<file path="config.mk">
export PLATFORM = sky130hd
export DESIGN_NAME = alu_sequencer
export DESIGN_NICKNAME = d
export VERILOG_FILES = /design/src/rtl/alu_sequencer_pkg.sv /design/src/rtl/alu_sequencer_acc_flag_reg.sv /design/src/rtl/alu_sequencer.sv
export SDC_FILE = /design/constraint.sdc
export NUM_CORES = 1
export LEC_CHECK = 0
export CORE_MARGIN = 2
export CORE_UTILIZATION = 41
export CTS_BUF_LIST = sky130_fd_sc_hd__clkbuf_2
export DETAILED_ROUTE_END_ITERATION = 7
export HOLD_SLACK_MARGIN = 0.15
export PLACE_DENSITY = 0.8
export SLEW_MARGIN = 5
export SYNTH_ARGS = -nofsm -noshare
export SYNTH_HDL_FRONTEND = slang
export SYNTH_SLANG_ARGS = --single-unit
</file>
<file path="constraint.sdc">
create_clock -name clk -period 1.5 [get_ports clk]
set_input_delay 0.375 -clock clk [delete_from_list [all_inputs] [get_ports clk]]
set_output_delay 0.375 -clock clk [all_outputs]
set_load 0.02 [all_outputs]
</file>
<file path="src/rtl/alu_sequencer_pkg.sv">
// alu_sequencer_pkg: shared encodings for the ALU sequencer (ALU functions, command codes, FSM states).
package alu_sequencer_pkg;
    typedef enum logic [1:0] {IDLE, EXEC, MUL} state_t;
    localparam logic [2:0] ALU_ADD = 3'd0, ALU_SUB = 3'd1, ALU_AND = 3'd2, ALU_OR = 3'd3;
    localparam logic [2:0] ALU_XOR = 3'd4, ALU_SHL = 3'd5, ALU_SHR = 3'd6, ALU_PASS = 3'd7;
    localparam logic [3:0] OP_LOAD = 4'd8, OP_MUL = 4'd9;
endpackage

</file>
<file path="src/rtl/alu_sequencer_acc_flag_reg.sv">
// acc_flag_reg: accumulator plus V/Z/C flags, loaded on commit enable, synchronously cleared.
module acc_flag_reg #(
    parameter int n = 8
) (
    input  logic         clk,
    input  logic         rst,
    input  logic         en,
    input  logic [n-1:0] d,
    input  logic         v_d,
    input  logic         z_d,
    input  logic         c_d,
    output logic [n-1:0] q,
    output logic         v,
    output logic         z,
    output logic         c
);
    always_ff @(posedge clk) begin
        if (rst) {q, v, z, c} <= '0;
        else if (en) {q, v, z, c} <= {d, v_d, z_d, c_d};
    end
endmodule

</file>
<file path="src/rtl/alu_sequencer.sv">
// alu_sequencer: command sequencer driving an external ALU, owning the accumulator and flags.
// Define ALU_SEQ_MUL_EN to add the shift-and-add multiply command (op_code 9).
module alu_sequencer
    import alu_sequencer_pkg::*;
#(
    parameter int n = 8
) (
    input  logic         clk,
    input  logic         rst,
    input  logic         op_valid,
    output logic         op_ready,
    input  logic [3:0]   op_code,
    input  logic [n-1:0] op_data,
    output logic [2:0]   alu_cntrl,
    output logic [n-1:0] alu_in1,
    output logic [n-1:0] alu_in2,
    input  logic [n-1:0] alu_out,
    input  logic         alu_V,
    input  logic         alu_Z,
    input  logic         alu_cout,
    output logic [n-1:0] acc,
    output logic         flag_V,
    output logic         flag_Z,
    output logic         flag_C,
    output logic         done,
    output logic         illegal
);
    state_t state, state_nx;
    logic [3:0] code;
    logic [n-1:0] data, acc_d;
    logic accept, legal, commit, v_d, z_d, c_d;
    assign op_ready = state == IDLE;
    assign accept = op_valid && op_ready;
`ifdef ALU_SEQ_MUL_EN
    localparam int IW = n > 1 ? $clog2(n) : 1;
    logic [IW-1:0] i;
    logic [n-1:0] p, p_nx;
    logic [2*n-1:0] shifted;
    logic ovf, ovf_nx, last;
    assign legal = op_code <= OP_MUL;
    assign shifted = {{n{1'b0}}, acc} << i;
    assign last = i == IW'(n - 1);
    assign p_nx = data[i] ? alu_out : p;
    // Overflow covers both the adder carry and multiplicand bits pushed past the top by the shift.
    assign ovf_nx = ovf || (data[i] && (alu_cout || |shifted[2*n-1:n]));
    always_ff @(posedge clk) begin
        if (rst || accept) begin
            p <= '0;
            i <= '0;
            ovf <= 1'b0;
        end else if (state == MUL) begin
            p <= p_nx;
            i <= i + 1'b1;
            ovf <= ovf_nx;
        end
    end
`else
    assign legal = op_code <= OP_LOAD;
`endif
    always_ff @(posedge clk) begin
        if (rst) begin
            state <= IDLE;
            code <= '0;
            data <= '0;
            done <= 1'b0;
            illegal <= 1'b0;
        end else begin
            state <= state_nx;
            done <= commit;
            illegal <= accept && !legal;
            if (accept) begin
                code <= op_code;
                data <= op_data;
            end
        end
    end
    always_comb begin
        state_nx = state;
        alu_cntrl = ALU_PASS;
        alu_in1 = acc;
        alu_in2 = '0;
        commit = 1'b0;
        acc_d = alu_out;
        v_d = alu_V;
        z_d = alu_Z;
        c_d = alu_cout;
        case (state)
`ifdef ALU_SEQ_MUL_EN
            IDLE: if (accept && legal) state_nx = (op_code == OP_MUL) ? MUL : EXEC;
`else
            IDLE: if (accept && legal) state_nx = EXEC;
`endif
            EXEC: begin
                alu_cntrl = code[2:0];
                alu_in2 = data;
                commit = 1'b1;
                state_nx = IDLE;
                if (code == OP_LOAD) begin
                    acc_d = data;
                    v_d = 1'b0;
                    z_d = data == '0;
                    c_d = 1'b0;
                end
            end
`ifdef ALU_SEQ_MUL_EN
            MUL: begin
                alu_cntrl = ALU_ADD;
                alu_in1 = p;
                alu_in2 = shifted[n-1:0];
                acc_d = p_nx;
                v_d = 1'b0;
                z_d = p_nx == '0;
                c_d = ovf_nx;
                commit = last;
                state_nx = last ? IDLE : MUL;
            end
`endif
            default: state_nx = IDLE;
        endcase
    end
    acc_flag_reg #(.n(n)) u_acc (
        .clk(clk),
        .rst(rst),
        .en (commit),
        .d  (acc_d),
        .v_d(v_d),
        .z_d(z_d),
        .c_d(c_d),
        .q  (acc),
        .v  (flag_V),
        .z  (flag_Z),
        .c  (flag_C)
    );
endmodule
</file>
==> impl_metrics.py <==
metrics = {
    "cts": {
        "worst_skew_pair.late_latency_ns": 0.33,
        "clock_sinks": 26,
        "cts_tree": "done",
        "cts.path.max_buffers": 2,
        "clock-root-buffer": "clkbuf_2",
        "h-tree-depth": 1,
        "hold_buffers": 0,
        "cts_buffers": 3,
        "clk_pin_slew_ns": 0.23,
    },
    "worst_setup_path": {
        "cp_num_buf_inv": 2,
        "cp_cell_sequence": "buf_4 -> and2_4 -> buf_6",
        "cp-endpoint": "alu_in2[0]",
        "path_class": "flip-flop to output port",
        "critical_path_arrival_ns": 1.10,
        "worstReg2RegStart": "code[1]",
        "critPathSlowestCell": "dfxtp_2",
        "start_kind": "flip-flop",
        "setup.worst_path.end_class": "output port",
        "crit_path_start": "state[0]",
        "crit_fanout": 4,
        "r2r_cells": 4,
        "crit_required_ns": 1.12,
        "rr_endpoint": "u_acc.z",
        "max_stage_delay_ns": 0.38,
        "reg2reg_slack_ns": 0.09,
        "cp.depth": 3,
        "cp_top_family": "flip-flops",
    },
    "timing": {
        "worst_pin_slew_ns": 0.4759,
        "setup-tns-final_ns": 0,
        "period_share_pct": 98.62,
        "clock_skew_ns": 0.004239,
        "setup_viol": 0,
        "rsz0062_at_grt": "true",
        "setup_ws_ns": 0.02067,
        "finalCriticalPeriod_ns": 1.479,
        "relSlewSlack_pct": 68.27,
        "hold_viol_final": 0,
        "drv_slew": 0,
        "clock.fmax_mhz": 676.0,
    },
    "drt": {
        "vias_per_cell": 4.967,
        "drt_first_iter_violations": 26,
        "ant_nets": 0,
        "firstDrtPassIters": 4,
        "drcViolationCount": 0,
        "wl_per_cell_um": 12.44,
        "drt-total-wl_um": 2998,
        "vias": 1197,
    },
    "grt": {
        "grt_overflow": 0,
        "grtUsageTotal_pct": 18.86,
        "grt_max_degree": 21,
        "grt_first_pass_wirelength_um": 4947,
        "antenna_found_initial": 0,
        "grt_pass1_vias": 1145,
    },
    "synthesis": {
        "syn_area_sq_mm": 0.001160,
        "ys.warnings.count": 0,
        "ys_types": 21,
        "synth-seq-cells": 26,
        "synth_seq_area_share_pct": 44.88,
        "avgSynthCellArea_sq_um": 8.111,
        "synth_nets": 169,
        "syn_inst": 143,
    },
    "worst_hold_path": {
        "hold_class": "flip-flop to flip-flop",
        "hold_start": "u_acc.c",
    },
    "floorplanning": {
        "die_x_um": 57.19,
        "start_util_pct": 42.80,
        "rows": 19,
        "num_io_pins": 59,
        "core_sq_mm": 0.002710,
        "die_h_um": 57.19,
        "dieArea_sq_mm": 0.003270,
    },
    "run_status": {
        "status": "finished, final reports clean",
    },
    "final_layout": {
        "design_area_sq_mm": 0.001818,
        "drive_above_1_share_pct": 28.57,
        "register_area_sq_um": 521.8,
        "multi_input_area_sq_um": 554.3,
        "post-route-util_pct": 67.08,
        "fillers": 245,
        "diodes": 0,
        "final_nets": 237,
        "syn_to_final_growth_pct": 56.74,
    },
    "placed_design": {
        "place_ws_ns": -0.05997,
        "dp_hpwl_um": 2461,
        "place_area_sq_mm": 0.001836,
        "io_buffer_count": 58,
        "place_congestion": 0.7766,
    },
    "run": {
        "cap_violations": 0,
    },
    "power_and_ir_drop": {
        "power_density_mw_per_mm2": 743.6,
        "ir_worst_vdd_mv": 0.7177,
        "leakagePower_nw": 0.7892,
    },
}
==> power breakdown <==
| group | internal, mW | total [mW] | switching, mW |
|---|---|---|---|
| Clock | 0.0580 | 0.253 | 0.195 |
| Sequential | 0.731 | 0.755 | 0.0239 |
| Combinational | 0.176 | 0.344 | 0.168 |
| Total | 0.965 | 1.35 | 0.387 |
==> layer usage <==
layer | part of all wire, % | track usage (%) | vias up
met3 | 5.0 | 2.494 | 0
met1 | 42 | 23.36 | 556
met5 | 0 | 0 | -
met4 | 0 | 3.987 | 0
met2 | 53 | 34.81 | 33
li1 | - | - | 608
==> worst min-delay path by stage <==
stage | endpoint | slack (ns) | cells after the start
after CTS | u_acc.c | 0.49 | 2
after detailed placement | u_acc.c | 0.47 | 2
after floorplan | code[3] | 0.45 | 2
final | u_acc.c | 0.49 | 2
after global placement | u_acc.c | 0.45 | 2
after global routing | u_acc.c | 0.52 | 2
==> registers in the layout, indices dropped and copies added (netlist names) <==
name / flops
u_acc.z: 1
u_acc.q: 8
code: 4
u_acc.c: 1
done: 1
state: 1
u_acc.v: 1
illegal: 1
data: 8
==> worst min-delay path: stages, from the launching register on <==
cell     delay (ns)
dfxtp_1        0.37
nand2_1        0.06
a21oi_1        0.05
==> cell type report <==
type / instances / share of cell area [%]
Timing Repair Buffer: 80 / 37.44
Multi-Input combinational cell: 99 / 30.49
Sequential cell: 26 / 28.70
Tap cell: 31 / 2.134
Clock buffer: 3 / 0.8259
Clock inverter: 1 / 0.2065
Inverter: 1 / 0.2065
==> synth_stat cells <==
| library cell | n | area, sq um |
|---|---|---|
| a21oi_1 | 14 | 70.07 |
| a311oi_1 | 8 | 70.07 |
| a31oi_4 | 1 | 21.27 |
| and2_1 | 8 | 50.05 |
| buf_4 | 8 | 60.06 |
| buf_6 | 1 | 11.26 |
| clkbuf_1 | 8 | 30.03 |
| dfxtp_1 | 26 | 520.5 |
| inv_1 | 1 | 3.750 |
| nand2_1 | 43 | 161.4 |
| nand2b_1 | 4 | 25.02 |
| nand3_1 | 2 | 10.01 |
| nand4_1 | 1 | 6.260 |
| nor2_1 | 8 | 30.03 |
| nor2b_1 | 2 | 12.51 |
| nor3_1 | 1 | 5.000 |
| nor3b_1 | 2 | 15.01 |
| nor4_1 | 2 | 12.51 |
| nor4b_4 | 1 | 23.77 |
| o31ai_1 | 1 | 7.510 |
| or4b_4 | 1 | 13.76 |
==> cell families after synthesis <==
family / after synthesis / share of synthesized area (%)
AO/OA/AOI/OAI: 24 / 14.56
buffers and inverters: 18 / 9.061
flip-flops: 26 / 44.88
AND/OR/NAND/NOR: 75 / 31.50
==> per-stage QoR <==
step                      cells  hold slack [ns]  total power, mW
after floorplan             143           0.4454           0.9429
after global placement      236           0.4519            1.123
after detailed placement    236           0.4659            1.133
after CTS                   240           0.4907            1.357
after global routing        241           0.5193            1.424
final                       241           0.4886            1.352
==> cell usage in the layout (no fill, tap or decap), drive strengths merged <==
master / count
nand2: 43
buf: 34
dfxtp: 26
clkdlybuf4s50: 25
a21oi: 14
clkbuf: 14
and2: 8
nor2: 8
a311oi: 8
clkdlybuf4s15: 5
dlygate4sd2: 5
nand2b: 4
nor2b: 2
nand3: 2
nor4: 2
nor3b: 2
nor4b: 1
or4b: 1
o31ai: 1
nor3: 1
inv: 1
nand4: 1
a31oi: 1
clkinv: 1
==> what timing repair did <==
item / in CTS / in global routing
gates resized for setup: 89 / 34
buffers inserted: 0 / 1
endpoints found under the setup margin: 33 / 35
hold endpoints to repair: 0 / 0
pin swaps: 0 / 1
Note: power is estimated with default switching activity, not from simulation.
